<file path="src/rtl/ram_arbiter_if.sv">
// Bus bundle between the two requesters / RAM and the ram_arbiter.
interface ram_arbiter_if;
  localparam int unsigned DW = 8;

  // requester side
  logic          req0;
  logic          we0;
  logic [DW-1:0] addr0;
  logic [DW-1:0] wdata0;
  logic          req1;
  logic          we1;
  logic [DW-1:0] addr1;
  logic [DW-1:0] wdata1;
  logic          gnt0;
  logic          gnt1;
  logic          rvalid0;
  logic          rvalid1;
  logic [DW-1:0] rdata;
  logic          busy;

  // RAM side
  logic [DW-1:0] ram_addr;
  logic [DW-1:0] ram_wdata;
  logic          ram_we;
  logic          ram_re;
  logic [DW-1:0] ram_rdata;

  // Arbiter view
  modport slave (
    input  req0, we0, addr0, wdata0,
    input  req1, we1, addr1, wdata1,
    input  ram_rdata,
    output gnt0, gnt1, rvalid0, rvalid1, rdata, busy,
    output ram_addr, ram_wdata, ram_we, ram_re
  );

  // Environment view: both requesters plus the RAM
  modport master (
    output req0, we0, addr0, wdata0,
    output req1, we1, addr1, wdata1,
    output ram_rdata,
    input  gnt0, gnt1, rvalid0, rvalid1, rdata, busy,
    input  ram_addr, ram_wdata, ram_we, ram_re
  );
endinterface

</file>
<file path="src/rtl/ram_arbiter.sv">
// Two-port round-robin RAM arbiter with bounded bursts and direct hand-over.
module ram_arbiter #(
  parameter int unsigned MAX_BURST = 4
) (
  input  logic          clk,
  input  logic          reset,
  ram_arbiter_if.slave  bus
);

  localparam int unsigned CW = 4;
  localparam int unsigned DW = 8;
  localparam logic [CW-1:0] MAX_C = CW'(MAX_BURST);

  typedef enum logic [1:0] {
    IDLE = 2'd0,
    OWN0 = 2'd1,
    OWN1 = 2'd2
  } state_e;

  state_e        state_q, state_d;
  logic [CW-1:0] cnt_q, cnt_d;
  logic          last_q, last_d;
  logic          rvalid0_q, rvalid0_d;
  logic          rvalid1_q, rvalid1_d;

  logic [CW-1:0] cnt_sat;
  logic [DW-1:0] ram_addr_c;
  logic [DW-1:0] ram_wdata_c;
  logic          ram_we_c;
  logic          ram_re_c;

  // Burst counter value after one more access, saturating at MAX_BURST
  always_comb begin
    cnt_sat = cnt_q;
    if (cnt_q < MAX_C) begin
      cnt_sat = cnt_q + CW'(1);
    end
  end

  // Next-state, pointer, counter and RAM-side outputs
  always_comb begin
    state_d     = state_q;
    cnt_d       = cnt_q;
    last_d      = last_q;
    rvalid0_d   = 1'b0;
    rvalid1_d   = 1'b0;
    ram_addr_c  = '0;
    ram_wdata_c = '0;
    ram_we_c    = 1'b0;
    ram_re_c    = 1'b0;

    case (state_q)
      IDLE: begin
        // tie goes to the port that did not own the RAM last
        if (bus.req0 && (!bus.req1 || last_q)) begin
          state_d = OWN0;
          cnt_d   = '0;
          last_d  = 1'b0;
        end else if (bus.req1) begin
          state_d = OWN1;
          cnt_d   = '0;
          last_d  = 1'b1;
        end
      end

      OWN0: begin
        ram_addr_c  = bus.addr0;
        ram_wdata_c = bus.wdata0;
        ram_we_c    = bus.req0 & bus.we0;
        ram_re_c    = bus.req0 & ~bus.we0;
        if (!bus.req0) begin
          state_d = IDLE;
        end else begin
          rvalid0_d = ~bus.we0;
          if ((cnt_sat == MAX_C) && bus.req1) begin
            state_d = OWN1;
            cnt_d   = '0;
            last_d  = 1'b1;
          end else begin
            cnt_d = cnt_sat;
          end
        end
      end

      OWN1: begin
        ram_addr_c  = bus.addr1;
        ram_wdata_c = bus.wdata1;
        ram_we_c    = bus.req1 & bus.we1;
        ram_re_c    = bus.req1 & ~bus.we1;
        if (!bus.req1) begin
          state_d = IDLE;
        end else begin
          rvalid1_d = ~bus.we1;
          if ((cnt_sat == MAX_C) && bus.req0) begin
            state_d = OWN0;
            cnt_d   = '0;
            last_d  = 1'b0;
          end else begin
            cnt_d = cnt_sat;
          end
        end
      end

      default: begin
        state_d = IDLE;
      end
    endcase
  end

  // State, burst counter, last-owner pointer and read-valid registers
  always_ff @(posedge clk or negedge reset) begin
    if (!reset) begin
      state_q   <= IDLE;
      cnt_q     <= '0;
      last_q    <= 1'b1;
      rvalid0_q <= 1'b0;
      rvalid1_q <= 1'b0;
    end else begin
      state_q   <= state_d;
      cnt_q     <= cnt_d;
      last_q    <= last_d;
      rvalid0_q <= rvalid0_d;
      rvalid1_q <= rvalid1_d;
    end
  end

  // Output drive: grants decode the state register, RAM side follows the owner
  assign bus.gnt0      = (state_q == OWN0);
  assign bus.gnt1      = (state_q == OWN1);
  assign bus.busy      = (state_q != IDLE);
  assign bus.rvalid0   = rvalid0_q;
  assign bus.rvalid1   = rvalid1_q;
  assign bus.rdata     = bus.ram_rdata;
  assign bus.ram_addr  = ram_addr_c;
  assign bus.ram_wdata = ram_wdata_c;
  assign bus.ram_we    = ram_we_c;
  assign bus.ram_re    = ram_re_c;

endmodule
</file>
<file path="src/flat_wrapper.sv">
// flat-port wrapper written by rule: the top's interface ports become plain ports
module ram_arbiter_flat 
#(
  parameter int unsigned MAX_BURST = 4
)
  (clk, reset, bus_req0, bus_we0, bus_addr0, bus_wdata0, bus_req1, bus_we1, bus_addr1, bus_wdata1, bus_ram_rdata, bus_gnt0, bus_gnt1, bus_rvalid0, bus_rvalid1, bus_rdata, bus_busy, bus_ram_addr, bus_ram_wdata, bus_ram_we, bus_ram_re);
  ram_arbiter_if bus_i ();
  input  logic clk;
  input  logic reset;
  input wire logic [$bits(bus_i.req0)-1:0] bus_req0;
  input wire logic [$bits(bus_i.we0)-1:0] bus_we0;
  input wire logic [$bits(bus_i.addr0)-1:0] bus_addr0;
  input wire logic [$bits(bus_i.wdata0)-1:0] bus_wdata0;
  input wire logic [$bits(bus_i.req1)-1:0] bus_req1;
  input wire logic [$bits(bus_i.we1)-1:0] bus_we1;
  input wire logic [$bits(bus_i.addr1)-1:0] bus_addr1;
  input wire logic [$bits(bus_i.wdata1)-1:0] bus_wdata1;
  input wire logic [$bits(bus_i.ram_rdata)-1:0] bus_ram_rdata;
  output wire logic [$bits(bus_i.gnt0)-1:0] bus_gnt0;
  output wire logic [$bits(bus_i.gnt1)-1:0] bus_gnt1;
  output wire logic [$bits(bus_i.rvalid0)-1:0] bus_rvalid0;
  output wire logic [$bits(bus_i.rvalid1)-1:0] bus_rvalid1;
  output wire logic [$bits(bus_i.rdata)-1:0] bus_rdata;
  output wire logic [$bits(bus_i.busy)-1:0] bus_busy;
  output wire logic [$bits(bus_i.ram_addr)-1:0] bus_ram_addr;
  output wire logic [$bits(bus_i.ram_wdata)-1:0] bus_ram_wdata;
  output wire logic [$bits(bus_i.ram_we)-1:0] bus_ram_we;
  output wire logic [$bits(bus_i.ram_re)-1:0] bus_ram_re;
  assign bus_i.req0 = bus_req0;
  assign bus_i.we0 = bus_we0;
  assign bus_i.addr0 = bus_addr0;
  assign bus_i.wdata0 = bus_wdata0;
  assign bus_i.req1 = bus_req1;
  assign bus_i.we1 = bus_we1;
  assign bus_i.addr1 = bus_addr1;
  assign bus_i.wdata1 = bus_wdata1;
  assign bus_i.ram_rdata = bus_ram_rdata;
  assign bus_gnt0 = bus_i.gnt0;
  assign bus_gnt1 = bus_i.gnt1;
  assign bus_rvalid0 = bus_i.rvalid0;
  assign bus_rvalid1 = bus_i.rvalid1;
  assign bus_rdata = bus_i.rdata;
  assign bus_busy = bus_i.busy;
  assign bus_ram_addr = bus_i.ram_addr;
  assign bus_ram_wdata = bus_i.ram_wdata;
  assign bus_ram_we = bus_i.ram_we;
  assign bus_ram_re = bus_i.ram_re;
  ram_arbiter #(.MAX_BURST(MAX_BURST)) u_core (.clk(clk), .reset(reset), .bus(bus_i));
endmodule
</file>
<file path="config.mk">
export PLATFORM = sky130hd
export DESIGN_NAME = ram_arbiter_flat
export DESIGN_NICKNAME = d
export VERILOG_FILES = /design/src/rtl/ram_arbiter_if.sv /design/src/rtl/ram_arbiter.sv /design/src/flat_wrapper.sv
export SDC_FILE = /design/constraint.sdc
export NUM_CORES = 1
export LEC_CHECK = 0
export ABC_AREA = 1
export CORE_MARGIN = 2
export CORE_UTILIZATION = 33
export DETAILED_ROUTE_END_ITERATION = 16
export GPL_TIMING_DRIVEN = 0
export PLACE_DENSITY = 0.95
export REMOVE_ABC_BUFFERS = 1
export SYNTH_ARGS = -nofsm -noshare
export SYNTH_HDL_FRONTEND = slang
export SYNTH_SLANG_ARGS = --single-unit
</file>
<file path="constraint.sdc">
create_clock -name clk -period 4.1 [get_ports clk]
set_input_delay 0.41 -clock clk [delete_from_list [all_inputs] [get_ports clk]]
set_output_delay 0.41 -clock clk [all_outputs]
set_load 0.05 [all_outputs]
</file>
=== Yosys cells after proc, flatten, opt, wreduce, memory -nomap -nowiden ===
Index checks and enable logic that the tools add are counted.

* Register bits: 9
* Input bits: 46
* Logic and storage cells: 64

* Reductions and logical operators: 11
* Multiplexer cells: 30
* Eq/ne operators: 10
* Bitwise logic cells: 6
* Magnitude comparators: 1
* Add/sub/neg operators: 1

{| class="wikitable"
|+ Operators by type and width
! operator !! number
|-
| $pmux 8 s2 || 2
|-
| $mux 4 || 7
|-
| $mux 2 || 6
|-
| $pmux 4 s3 || 1
|-
| $mux 1 || 10
|-
| $ne 3x2->1 const B || 3
|-
| $pmux 2 s3 || 1
|-
| $reduce_and 6->1 || 1
|-
| $add 4x1->4 const B || 1
|-
| $and 1x1->1 || 4
|-
| $eq 4x3->1 const B || 1
|-
| $lt 4x3->1 const B || 1
|-
| $ne 2x1->1 const B || 2
|-
| $ne 2x2->1 const B || 2
|-
| $pmux 1 s2 || 2
|-
| $reduce_and 4->1 || 1
|-
| $logic_and 1x1->1 || 3
|-
| $pmux 1 s3 || 1
|-
| $reduce_and 3->1 || 1
|-
| $reduce_bool 3->1 || 1
|-
| $eq 2x1->1 const B || 1
|-
| $eq 2x2->1 const B || 1
|-
| $logic_not 2->1 || 1
|-
| $not 1->1 || 2
|-
| 3 further kinds || 3
|}

=== Depth between registers and ports, before layout ===
Gate-level depths: netlist (run 1).

* Depth after elaboration: 7
* Depth in mapped cells: 10

=== Worst setup path before layout (run 1) ===
OpenSTA, ideal clock, no wires.

* Kind: reg2out
* Start: register u_core.state_q[0]
* End: output bus_ram_we
* Slack: 1.622 ns
* Cell stages (with the launch flop): 7
* Arrival: 2.068 ns
* Path through: dfrtp_1 -> inv_1 -> ha_1 -> nand2_1 -> inv_1 -> nand2_1 -> a21oi_1

* Word-level cells in the longest chain between the ends: 2

{| class="wikitable"
|+ RTL lines
! what !! RTL line !! source
|-
| from (decl) || ram_arbiter.sv:20 || <nowiki>state_e state_q, state_d;</nowiki>
|-
| from (signal assigned) || ram_arbiter.sv:119 || <nowiki>state_q <= state_d;</nowiki>
|-
| $eq 2x2->1 || -- ||
|-
| net bus_gnt1 || flat_wrapper.sv:20 || <nowiki>output wire logic [$bits(bus_i.gnt1)-1:0] bus_gnt1;</nowiki>
|-
| $pmux 1 s2 || ram_arbiter.sv:52 || <nowiki>case (state_q)</nowiki>
|-
| to (decl) || flat_wrapper.sv:27 || <nowiki>output wire logic [$bits(bus_i.ram_we)-1:0] bus_ram_we;</nowiki>
|}

The timed path passes the listed nets, and every way through them passes these cells.

=== Worst setup path in the final report (run 1) ===
* Start: register u_core.state_q[0]
* End: output bus_ram_addr[0]

* Word-level cells in the longest chain between the ends: 2

{| class="wikitable"
|+ RTL lines
! what !! RTL line !! source
|-
| $eq 2x2->1 or $eq 2x1->1 (tied branches) || ram_arbiter.sv:52 ||
|-
| $pmux 8 s2 * || ram_arbiter.sv:52 ||
|-
| to (decl) || flat_wrapper.sv:25 || <nowiki>output wire logic [$bits(bus_i.ram_addr)-1:0] bus_ram_addr;</nowiki>
|}

Mark *: on every way between the ends. The rest lies on a longest branch, timed or not.

==> tab_implementation.tex, run 1 <==
\begin{tabular}{lr}
\hline
Metric & Value \\
\hline
\multicolumn{2}{l}{\textbf{Run}} \\
Reported max-cap violation count & 0 \\
\multicolumn{2}{l}{\textbf{Clock network}} \\
CTS Buffer Depth & 2 \\
Worst skew pair latency & 270 ps \\
Clock-pin slew on the worst setup and hold paths & 80 ps \\
CTS tree & yes \\
CTS resizes & 0 \\
Post-CTS setup buffer count & 0 \\
H-tree levels & 1 \\
Hold buffers post-CTS & 0 \\
Root buffer cell & sky130\_fd\_sc\_hd\_\_clkbuf\_4 \\
Clock sinks & 9 \\
Num CTS Buffers & 3 \\
\multicolumn{2}{l}{\textbf{Layout}} \\
Area grow syn2layout & 69.8\% \\
Total number of nets in the final design & 225 \\
Fraction of layout instances using a drive strength above 1 & 5.78\% \\
Total non-filler cell area in the finished layout & 1450 sq um \\
Final non-filler cell total & 203 \\
Antenna cells & 0 \\
\multicolumn{2}{l}{\textbf{Setup path}} \\
Launching element type of the critical path & flop \\
Minimum setup slack among reg-to-reg paths & 2080 ps \\
End of the worst register-to-register path & u\_core.cnt\_q[1]\$\_DFFE\_PN0P\_ \\
Worst Path Class, Setup & reg2out \\
Startpoint of the most critical register-to-register path & u\_core.state\_q[0]\$\_DFFE\_PN0P\_ \\
Crit path capture type & primary output \\
Endpoint required time on the critical path & 3690 ps \\
Critical path arrival & 2630 ps \\
Number of cells on the worst reg-to-reg path & 8 \\
Highest fanout seen on the critical path & 17 \\
\multicolumn{2}{l}{\textbf{Power and ir drop}} \\
Power density over the cells & 682 nW/um\^{}2 \\
Leakage component of the power & 0.000648 uW \\
Worst ir drop on vdd & 0.512 mV \\
\multicolumn{2}{l}{\textbf{Place}} \\
Port Buffers & 60 \\
Worst-case setup slack after placement & 1340 ps \\
Routability Congestion & 0.811 \\
Post-place instance area & 1420 sq um \\
Inst Count DP & 199 \\
HPWL after DPL & 2160 um \\
\multicolumn{2}{l}{\textbf{STA}} \\
Max-slew violation count & 0 \\
Fin Clk Skew & 14.1 ps \\
Hold Fails Final Rpt & 0 \\
Maximum achievable frequency & 329 MHz \\
Final cycle utilization of the critical path & 74.2\% \\
Max-slew headroom & 65.7\% \\
RSZ-0062 raised after global routing & false \\
Final sum of negative setup slack & 0 ps \\
Worst hold slack after final layout & 422 ps \\
Worst Setup Slack, final & 1060 ps \\
Setup-violating endpoint count in the final report & 0 \\
Worst-Margin Slew & 513 ps \\
Post-layout minimum cycle time & 3040 ps \\
\multicolumn{2}{l}{\textbf{Logic synthesis}} \\
Post-synthesis cell area & 853 sq um \\
Number of distinct library cell variants in the gate-level netlist after synthesis & 21 \\
Fraction of the yosys area taken by sequential cells & 26.5\% \\
Avg Synthesized Cell Area & 7.17 sq um \\
Number of instances in the synthesized netlist & 119 \\
Number of storage elements in the synthesis netlist & 9 \\
Number of warnings printed during yosys synthesis & 0 \\
\multicolumn{2}{l}{\textbf{Floorplanning}} \\
Number of core rows & 18 \\
Die outline width & 54.9 um \\
Core box area & 2450 sq um \\
Initial core utilization & 34.8\% \\
I/O pin total & 77 \\
Height of the die & 54.9 um \\
Full die area & 3010 sq um \\
\multicolumn{2}{l}{\textbf{Global route}} \\
Number of antenna violations at the first check in global routing & 0 \\
Global-route wire length before repair & 3970 um \\
Overall fraction of global-route tracks in use & 18.1\% \\
Vias in the first global route & 1004 \\
Total grt overflow & 0 \\
Maximum number of pins on one net before global-route repair & 18 \\
\multicolumn{2}{l}{\textbf{Route}} \\
DR iter-0 viols & 21 \\
Number of optimization iterations in the first detailed-route pass & 4 \\
Post-route ant nets & 0 \\
Routed vias/inst & 5.12 \\
Routed length per placed instance & 13.2 um \\
Number of remaining DRC errors & 0 \\
Detailed-route via count & 1040 \\
Wirelength, routed & 2690 um \\
\multicolumn{2}{l}{\textbf{Min path}} \\
Min-Delay Path Class & in2async \\
\multicolumn{2}{l}{\textbf{Outcome}} \\
Status & completed \\
\hline
\end{tabular}
==> flip-flops by register name, indices dropped and copies added, names as in the netlist <==
signal / cells
u_core.bus.rvalid0: 1
u_core.cnt_q: 4
u_core.state_q: 2
u_core.last_q: 1
u_core.bus.rvalid1: 1
==> worst max-delay path by stage <==
stage / end / slack (ps) / from
5_1_grt: bus_ram_wdata[0] / 920 / u_core.state_q[0]$_DFFE_PN0P_
2_1_floorplan: bus_ram_we / 1620 / u_core.state_q[0]$_DFFE_PN0P_
4_1_cts: bus_ram_addr[0] / 1040 / u_core.state_q[0]$_DFFE_PN0P_
6_report: bus_ram_addr[0] / 1060 / u_core.state_q[0]$_DFFE_PN0P_
3_3_place_gp: bus_ram_wdata[5] / 1370 / u_core.state_q[0]$_DFFE_PN0P_
3_5_place_dp: bus_ram_addr[0] / 1340 / u_core.state_q[0]$_DFFE_PN0P_
==> logic make-up after synthesis <==
group	share of synthesized area (%)
AOI/OAI and AO/OA	25.4
DFF	26.5
and+or+nand+nor	24.2
adders and majority gates	7.33
buffers and inverters	16.6
==> layout make-up <==
| cell class | count | area (sq um) |
|---|---|---|
| fillers | 233 | 1010 |
| repair buffers | 60 | 601 |
| multi-input cells | 81 | 485 |
| flip-flops and latches | 9 | 226 |
| inverters | 19 | 71.3 |
| well taps | 30 | 37.5 |
| clock buffers | 3 | 22.5 |
| clock inverters | 1 | 5.00 |
==> metal layers <==
layer / part of all wire [%] / GRT usage [%] / up-vias
li1: - / - / 499
met1: 36 / 17.8 / 476
met2: 52 / 34.3 / 59
met3: 10 / 5.74 / 6
met4: 1.5 / 7.50 / 0
met5: 0 / 0 / -
==> power by group <==
group / leakage [uW] / switching [uW] / internal [uW] / total (uW)
clock network: 0.0000177 / 36.1 / 36.1 / 72.1
registers: 0.000118 / 21.3 / 117 / 139
logic: 0.000512 / 501 / 276 / 777
==> Yosys cell counts <==
library cell	n	area, sq um
sky130_fd_sc_hd__clkinv_1	2	7.51
sky130_fd_sc_hd__a21oi_1	5	25.0
sky130_fd_sc_hd__ha_1	5	62.6
sky130_fd_sc_hd__o21ai_2	1	8.76
sky130_fd_sc_hd__nand3_1	2	10.0
sky130_fd_sc_hd__a22o_1	16	140
sky130_fd_sc_hd__inv_1	16	60.1
sky130_fd_sc_hd__o21ai_0	6	30.0
sky130_fd_sc_hd__inv_2	1	3.75
sky130_fd_sc_hd__buf_2	2	10.0
sky130_fd_sc_hd__o21ai_1	1	5.00
sky130_fd_sc_hd__nand2_2	2	12.5
sky130_fd_sc_hd__dfstp_2	1	26.3
sky130_fd_sc_hd__dfrtp_1	8	200
sky130_fd_sc_hd__buf_4	8	60.1
sky130_fd_sc_hd__nor3_1	1	5.00
sky130_fd_sc_hd__nand4_1	5	31.3
sky130_fd_sc_hd__o21a_1	1	7.51
sky130_fd_sc_hd__nor2_1	11	41.3
sky130_fd_sc_hd__nand2_1	24	90.1
sky130_fd_sc_hd__nor3_4	1	16.3
==> cells in the final DEF, fill, tap and decap left out <==
cell / instances
sky130_fd_sc_hd__clkinv_2: 1
sky130_fd_sc_hd__dfrtp_1: 8
sky130_fd_sc_hd__nand2_1: 24
sky130_fd_sc_hd__dfstp_2: 1
sky130_fd_sc_hd__nand2_2: 2
sky130_fd_sc_hd__o21ai_0: 6
sky130_fd_sc_hd__inv_1: 16
sky130_fd_sc_hd__clkdlybuf4s50_1: 60
sky130_fd_sc_hd__o21a_1: 1
sky130_fd_sc_hd__ha_1: 5
sky130_fd_sc_hd__nand3_1: 2
sky130_fd_sc_hd__o21ai_1: 1
sky130_fd_sc_hd__nor2_1: 11
sky130_fd_sc_hd__a22o_1: 16
sky130_fd_sc_hd__inv_2: 1
sky130_fd_sc_hd__clkbuf_4: 3
sky130_fd_sc_hd__nand4_1: 5
sky130_fd_sc_hd__clkinv_1: 2
sky130_fd_sc_hd__nor3_4: 1
sky130_fd_sc_hd__a21oi_1: 5
sky130_fd_sc_hd__nor3_1: 1
sky130_fd_sc_hd__o21ai_2: 1
==> critical path, cell delays in order (launching register included) <==
cell and delay (ps):
sky130_fd_sc_hd__dfrtp_1 410, sky130_fd_sc_hd__inv_1 80, sky130_fd_sc_hd__ha_1 350, sky130_fd_sc_hd__nand2_1 100, sky130_fd_sc_hd__clkinv_1 360, sky130_fd_sc_hd__a22o_1 340
sky130_fd_sc_hd__clkdlybuf4s50_1 710
==> metrics by stage <==
stage	total power, uW	utilization (%)
finish	987	59.0
global route	1050	59.0
CTS	989	59.0
detailed placement	913	57.9
global placement	899	57.9
floorplan	678	-
(Power assumes the default switching activity.)
==> run 2, diff against run 1 <==
--- a/config.mk
+++ b/config.mk
@@ -7,10 +7,10 @@
 export LEC_CHECK = 0
 export ABC_AREA = 1
 export CORE_MARGIN = 2
-export CORE_UTILIZATION = 33
+export CORE_UTILIZATION = 28
 export DETAILED_ROUTE_END_ITERATION = 16
 export GPL_TIMING_DRIVEN = 0
-export PLACE_DENSITY = 0.95
+export PLACE_DENSITY = 0.87
 export REMOVE_ABC_BUFFERS = 1
 export SYNTH_ARGS = -nofsm -noshare
 export SYNTH_HDL_FRONTEND = slang
==> constraint.sdc (replaced) <==
create_clock -name clk -period 2.7 [get_ports clk]
set_input_delay 0.27 -clock clk [delete_from_list [all_inputs] [get_ports clk]]
set_output_delay 0.27 -clock clk [all_outputs]
set_load 0.05 [all_outputs]
==> tab_implementation.tex, run 2 (same netlist as run 1, synthesis figures left out) <==
\begin{tabular}{lr}
\hline
Metric & Value \\
\hline
\multicolumn{2}{l}{\textbf{Setup path}} \\
Highest fanout seen on the critical path & 17 \\
Minimum setup slack among reg-to-reg paths & 950 ps \\
Number of cells on the worst reg-to-reg path & 8 \\
Launching element type of the critical path & flop \\
Critical path arrival & 2000 ps \\
Worst Path Class, Setup & reg2out \\
Crit path capture type & primary output \\
Endpoint required time on the critical path & 2430 ps \\
\multicolumn{2}{l}{\textbf{Clock network}} \\
Hold buffers post-CTS & 0 \\
Worst skew pair latency & 260 ps \\
Clock sinks & 9 \\
H-tree levels & 1 \\
Post-CTS setup buffer count & 0 \\
Root buffer cell & sky130\_fd\_sc\_hd\_\_clkbuf\_4 \\
Num CTS Buffers & 3 \\
Clock-pin slew on the worst setup and hold paths & 60 ps \\
CTS Buffer Depth & 2 \\
CTS tree & yes \\
\multicolumn{2}{l}{\textbf{STA}} \\
Hold Fails Final Rpt & 0 \\
Final sum of negative setup slack & 0 ps \\
Max-slew headroom & 64.0\% \\
Setup-violating endpoint count in the final report & 0 \\
Worst Setup Slack, final & 433 ps \\
Final cycle utilization of the critical path & 84.0\% \\
RSZ-0062 raised after global routing & false \\
Worst-Margin Slew & 539 ps \\
Fin Clk Skew & 2.33 ps \\
Maximum achievable frequency & 441 MHz \\
Max-slew violation count & 0 \\
Post-layout minimum cycle time & 2270 ps \\
\multicolumn{2}{l}{\textbf{Layout}} \\
Sequential standard cell area & 226 sq um \\
Area grow syn2layout & 75.7\% \\
Number of flip-flops in the largest register & 4 \\
Filler cell count & 295 \\
Biggest register & u\_core.cnt\_q \\
Total area of multi-input combinational cells & 485 sq um \\
Most frequent cells in the layout & sky130\_fd\_sc\_hd\_\_clkdlybuf4s50\_1, sky130\_fd\_sc\_hd\_\_nand2\_1, sky130\_fd\_sc\_hd\_\_dlymetal6s2s\_1 \\
Total number of nets in the final design & 225 \\
Commonest non-fill, non-tap cell in the layout & sky130\_fd\_sc\_hd\_\_clkdlybuf4s50\_1 \\
Largest registers ranked by flip-flop count & u\_core.cnt\_q x4, u\_core.state\_q x2 \\
Antenna cells & 0 \\
Fraction of layout instances using a drive strength above 1 & 6.36\% \\
\multicolumn{2}{l}{\textbf{Power and ir drop}} \\
Worst ir drop on vdd & 0.675 mV \\
Power density over the cells & 983 nW/um\^{}2 \\
Leakage component of the power & 0.000964 uW \\
\multicolumn{2}{l}{\textbf{Route}} \\
Number of remaining DRC errors & 0 \\
Routed length per placed instance & 11.8 um \\
Post-route ant nets & 0 \\
DR iter-0 viols & 41 \\
Detailed-route via count & 1000 \\
Wirelength, routed & 2430 um \\
Number of optimization iterations in the first detailed-route pass & 4 \\
Routed vias/inst & 4.85 \\
\multicolumn{2}{l}{\textbf{Outcome}} \\
Status & completed \\
\multicolumn{2}{l}{\textbf{Floorplanning}} \\
I/O pin total & 77 \\
Core box area & 2980 sq um \\
Initial core utilization & 28.7\% \\
Height of the die & 59.2 um \\
Full die area & 3510 sq um \\
Die outline width & 59.2 um \\
Number of core rows & 20 \\
\multicolumn{2}{l}{\textbf{Run}} \\
Reported max-cap violation count & 0 \\
\multicolumn{2}{l}{\textbf{Global route}} \\
Total grt overflow & 0 \\
Number of antenna violations at the first check in global routing & 0 \\
Vias in the first global route & 869 \\
Global-route wire length before repair & 3680 um \\
Overall fraction of global-route tracks in use & 13.4\% \\
Maximum number of pins on one net before global-route repair & 18 \\
\multicolumn{2}{l}{\textbf{Place}} \\
Routability Congestion & 0.824 \\
HPWL after DPL & 1960 um \\
Worst-case setup slack after placement & 34.8 ps \\
Port Buffers & 60 \\
\multicolumn{2}{l}{\textbf{Min path}} \\
Min-Delay Path Class & in2async \\
\hline
\end{tabular}
## run 2: power by group
group,switching [uW],internal [uW]
clock network,45.5,56.9
logic,751,410
registers,31.4,178
total,828,646
## run 2: layout make-up
cell class              count  share of cell area (%)
repair buffers             60                    43.1
multi-input cells          81                    32.4
flip-flops and latches      9                    15.1
inverters                  19                    4.92
well taps                  33                    2.75
clock buffers               4                    1.75
## run 2: worst paths after layout
path / from / to
min: reset / u_core.bus.rvalid1$_DFF_PN0_
max: u_core.state_q[0]$_DFFE_PN0P_ / bus_ram_wdata[6]
max in group asynchronous: reset / u_core.last_q$_DFFE_PN1P_
min in group clk: u_core.last_q$_DFFE_PN1P_ / u_core.last_q$_DFFE_PN1P_
min reg2reg: u_core.last_q$_DFFE_PN1P_ / u_core.last_q$_DFFE_PN1P_
max reg2reg: u_core.state_q[0]$_DFFE_PN0P_ / u_core.cnt_q[0]$_DFFE_PN0P_
## run 2: routing by layer
layer	up-vias	track usage [%]	wire length (um)
li1	501	-	-
met1	442	15.7	992
met2	55	22.0	1130
met3	2	6.33	279
met4	0	3.25	28
met5	-	0	0
## run 2: repair_timing
action                                  4_1_cts  5_1_grt
cloned                                        0        0
endpoints found under the setup margin       16       18
resized for setup                             2       18
## run 2: through the flow
stage	hold slack (ps)	cell area (sq um)	std cells	total power [uW]	utilization (%)
floorplan	-25.6	783	109	1030	-
global placement	458	1430	202	1370	47.9
detailed placement	457	1430	202	1390	47.9
CTS	302	1450	206	1500	48.8
global route	330	1500	206	1570	50.3
finish	291	1500	206	1470	50.3
## run 2: worst max-delay path: stages, from the launching register on
cell	delay, ps
sky130_fd_sc_hd__dfrtp_1	400
sky130_fd_sc_hd__inv_1	80
sky130_fd_sc_hd__ha_1	350
sky130_fd_sc_hd__nand2_1	110
sky130_fd_sc_hd__clkinv_2	210
sky130_fd_sc_hd__a22o_1	270
sky130_fd_sc_hd__dlymetal6s2s_1	300
==> run 3, diff against run 2 <==
==> constraint.sdc (replaced) <==
create_clock -name clk -period 2.05 [get_ports clk]
set_input_delay 0.205 -clock clk [delete_from_list [all_inputs] [get_ports clk]]
set_output_delay 0.205 -clock clk [all_outputs]
set_load 0.05 [all_outputs]
==> tab_implementation.tex, run 3 (same netlist as run 1, synthesis figures left out) <==
\begin{tabular}{lr}
\hline
Metric & Value \\
\hline
\multicolumn{2}{l}{\textbf{Outcome}} \\
Status & completed \\
\multicolumn{2}{l}{\textbf{Run}} \\
Reported max-cap violation count & 0 \\
\multicolumn{2}{l}{\textbf{Power and ir drop}} \\
Worst ir drop on vdd & 0.847 mV \\
Switching share of power & 59.0\% \\
Cell-internal power & 766 uW \\
NetSw & 1100 uW \\
Clk network pwr share & 7.1\% \\
Leakage component of the power & 0.000703 uW \\
Logic pwr share & 78.3\% \\
Power density over the cells & 1350 nW/um\^{}2 \\
Share of total power in sequential cells & 14.6\% \\
\multicolumn{2}{l}{\textbf{STA}} \\
Max-slew violation count & 0 \\
Fin Clk Skew & 2.07 ps \\
Final cycle utilization of the critical path & 97.3\% \\
RSZ-0062 raised after global routing & true \\
Worst-Margin Slew & 487 ps \\
Hold Fails Final Rpt & 0 \\
Final sum of negative setup slack & 0 ps \\
Worst Setup Slack, final & 56.1 ps \\
Max-slew headroom & 67.4\% \\
Maximum achievable frequency & 502 MHz \\
Setup-violating endpoint count in the final report & 0 \\
Post-layout minimum cycle time & 1990 ps \\
\multicolumn{2}{l}{\textbf{Layout}} \\
Number of flip-flops in the largest register & 4 \\
Total non-filler cell area in the finished layout & 1390 sq um \\
Final non-filler cell total & 208 \\
Largest registers ranked by flip-flop count & u\_core.cnt\_q x4, u\_core.state\_q x2 \\
Total number of nets in the final design & 227 \\
Biggest register & u\_core.cnt\_q \\
Commonest non-fill, non-tap cell in the layout & sky130\_fd\_sc\_hd\_\_clkdlybuf4s50\_1 \\
Antenna cells & 0 \\
Fraction of layout instances using a drive strength above 1 & 17.7\% \\
Most frequent cells in the layout & sky130\_fd\_sc\_hd\_\_clkdlybuf4s50\_1, sky130\_fd\_sc\_hd\_\_nand2\_1, sky130\_fd\_sc\_hd\_\_a22o\_1, sky130\_fd\_sc\_hd\_\_inv\_1, sky130\_fd\_sc\_hd\_\_buf\_2 \\
Area grow syn2layout & 62.9\% \\
\multicolumn{2}{l}{\textbf{Route}} \\
Wirelength, routed & 2480 um \\
Post-route ant nets & 0 \\
Number of optimization iterations in the first detailed-route pass & 6 \\
DR iter-0 viols & 32 \\
Routed vias/inst & 4.92 \\
Detailed-route via count & 1024 \\
Number of remaining DRC errors & 0 \\
Routed length per placed instance & 11.9 um \\
\multicolumn{2}{l}{\textbf{Setup path}} \\
Maximum cell stage delay along the critical path & 380 ps \\
Critical path arrival & 1790 ps \\
Minimum setup slack among reg-to-reg paths & 340 ps \\
Buf+Inv Stages, Crit Path & 3 \\
CP Depth & 6 \\
Highest fanout seen on the critical path & 17 \\
Startpoint of the most critical setup path & u\_core.state\_q[0]\$\_DFFE\_PN0P\_ \\
Crit path capture type & primary output \\
Setup crit end & bus\_ram\_addr[5] \\
Worst Path Class, Setup & reg2out \\
Family with the most delay on the worst path & buffers and inverters \\
Critical Path Slowest Stage Cell & sky130\_fd\_sc\_hd\_\_dfrtp\_1 \\
Ordered cell list for the critical path & inv\_1 -> ha\_1 -> nand2\_1 -> clkinv\_4 -> a22o\_1 -> buf\_2 \\
End of the worst register-to-register path & u\_core.cnt\_q[2]\$\_DFFE\_PN0P\_ \\
Launching element type of the critical path & flop \\
Endpoint required time on the critical path & 1850 ps \\
Number of cells on the worst reg-to-reg path & 10 \\
Startpoint of the most critical register-to-register path & u\_core.state\_q[0]\$\_DFFE\_PN0P\_ \\
\multicolumn{2}{l}{\textbf{Global route}} \\
Vias in the first global route & 876 \\
Global-route wire length before repair & 3710 um \\
Overall fraction of global-route tracks in use & 13.5\% \\
Maximum number of pins on one net before global-route repair & 18 \\
Number of antenna violations at the first check in global routing & 0 \\
Total grt overflow & 0 \\
\multicolumn{2}{l}{\textbf{Clock network}} \\
Clock sinks & 9 \\
Hold buffers post-CTS & 0 \\
CTS Buffer Depth & 2 \\
Root buffer cell & sky130\_fd\_sc\_hd\_\_clkbuf\_4 \\
Clock-pin slew on the worst setup and hold paths & 60 ps \\
Num CTS Buffers & 3 \\
Worst skew pair latency & 260 ps \\
CTS tree & yes \\
H-tree levels & 1 \\
\multicolumn{2}{l}{\textbf{Place}} \\
Inst Count DP & 202 \\
Post-place instance area & 1430 sq um \\
Routability Congestion & 0.824 \\
Port Buffers & 60 \\
HPWL after DPL & 1960 um \\
Worst-case setup slack after placement & -550 ps \\
\multicolumn{2}{l}{\textbf{Floorplanning}} \\
Initial core utilization & 28.7\% \\
Full die area & 3510 sq um \\
I/O pin total & 77 \\
Die outline width & 59.2 um \\
Core box area & 2980 sq um \\
Number of core rows & 20 \\
Height of the die & 59.2 um \\
\multicolumn{2}{l}{\textbf{Min path}} \\
Min-Delay Path Class & in2async \\
\hline
\end{tabular}
==> run 3: changes by cell type in the layout (fill, tap and decap cells not counted), sizes merged <==
cell           delta
buf              +18
dlygate4sd2       +3
clkbuf            +2
clkdlybuf4s50     -3
dlymetal6s2s     -18
==> run 3: layer usage <==
metal | part of all wire, % | track usage, % | up-vias
li1 | - | - | 505
met1 | 40 | 15.6 | 462
met2 | 47 | 22.4 | 55
met3 | 12 | 6.33 | 2
met4 | 1.1 | 3.25 | 0
met5 | 0 | 0 | -
==> run 3: worst min path at each step <==
stage	endpoint	depth (start not counted)
after detailed placement	bus_rdata[0]	0
after global routing	u_core.bus.rvalid1$_DFF_PN0_	1
after global placement	bus_rdata[0]	0
final	u_core.cnt_q[2]$_DFFE_PN0P_	1
after CTS	u_core.bus.rvalid0$_DFF_PN0_	1
after floorplan	u_core.bus.rvalid0$_DFF_PN0_	0
==> run 3: cell type report <==
class | instances | area, sq um
clock buffer | 4 | 26.3
fill | 320 | 1590
inverter | 19 | 81.3
multi-input combinational | 81 | 485
sequential | 9 | 226
tap | 33 | 41.3
timing repair buffer | 62 | 529
==> run 3: stage by stage <==
step                hold WS, ps  utilization, %  power, uW
finish                      227            46.7       1870
global route                265            46.7       2000
CTS                         237            46.2       1860
detailed placement          411            47.9       1830
global placement            411            47.9       1800
floorplan                 -90.6               -       1360
==> run 3: what timing repair did <==
action,in CTS,in global routing
pin swaps,0,0
resized for setup,97,3
setup endpoints to repair,21,18
buffers inserted,0,2
==> run 3: power by group through the flow <==
| stage | registers (uW) | logic [uW] | clock network (uW) |
|---|---|---|---|
| 2_1_floorplan | 284 | 1070 | 0 |
| 3_3_place_gp | 278 | 1520 | 0 |
| 3_5_place_dp | 280 | 1550 | 0 |
| 4_1_cts | 277 | 1440 | 137 |
| 5_1_grt | 279 | 1570 | 153 |
| 6_report | 273 | 1460 | 133 |
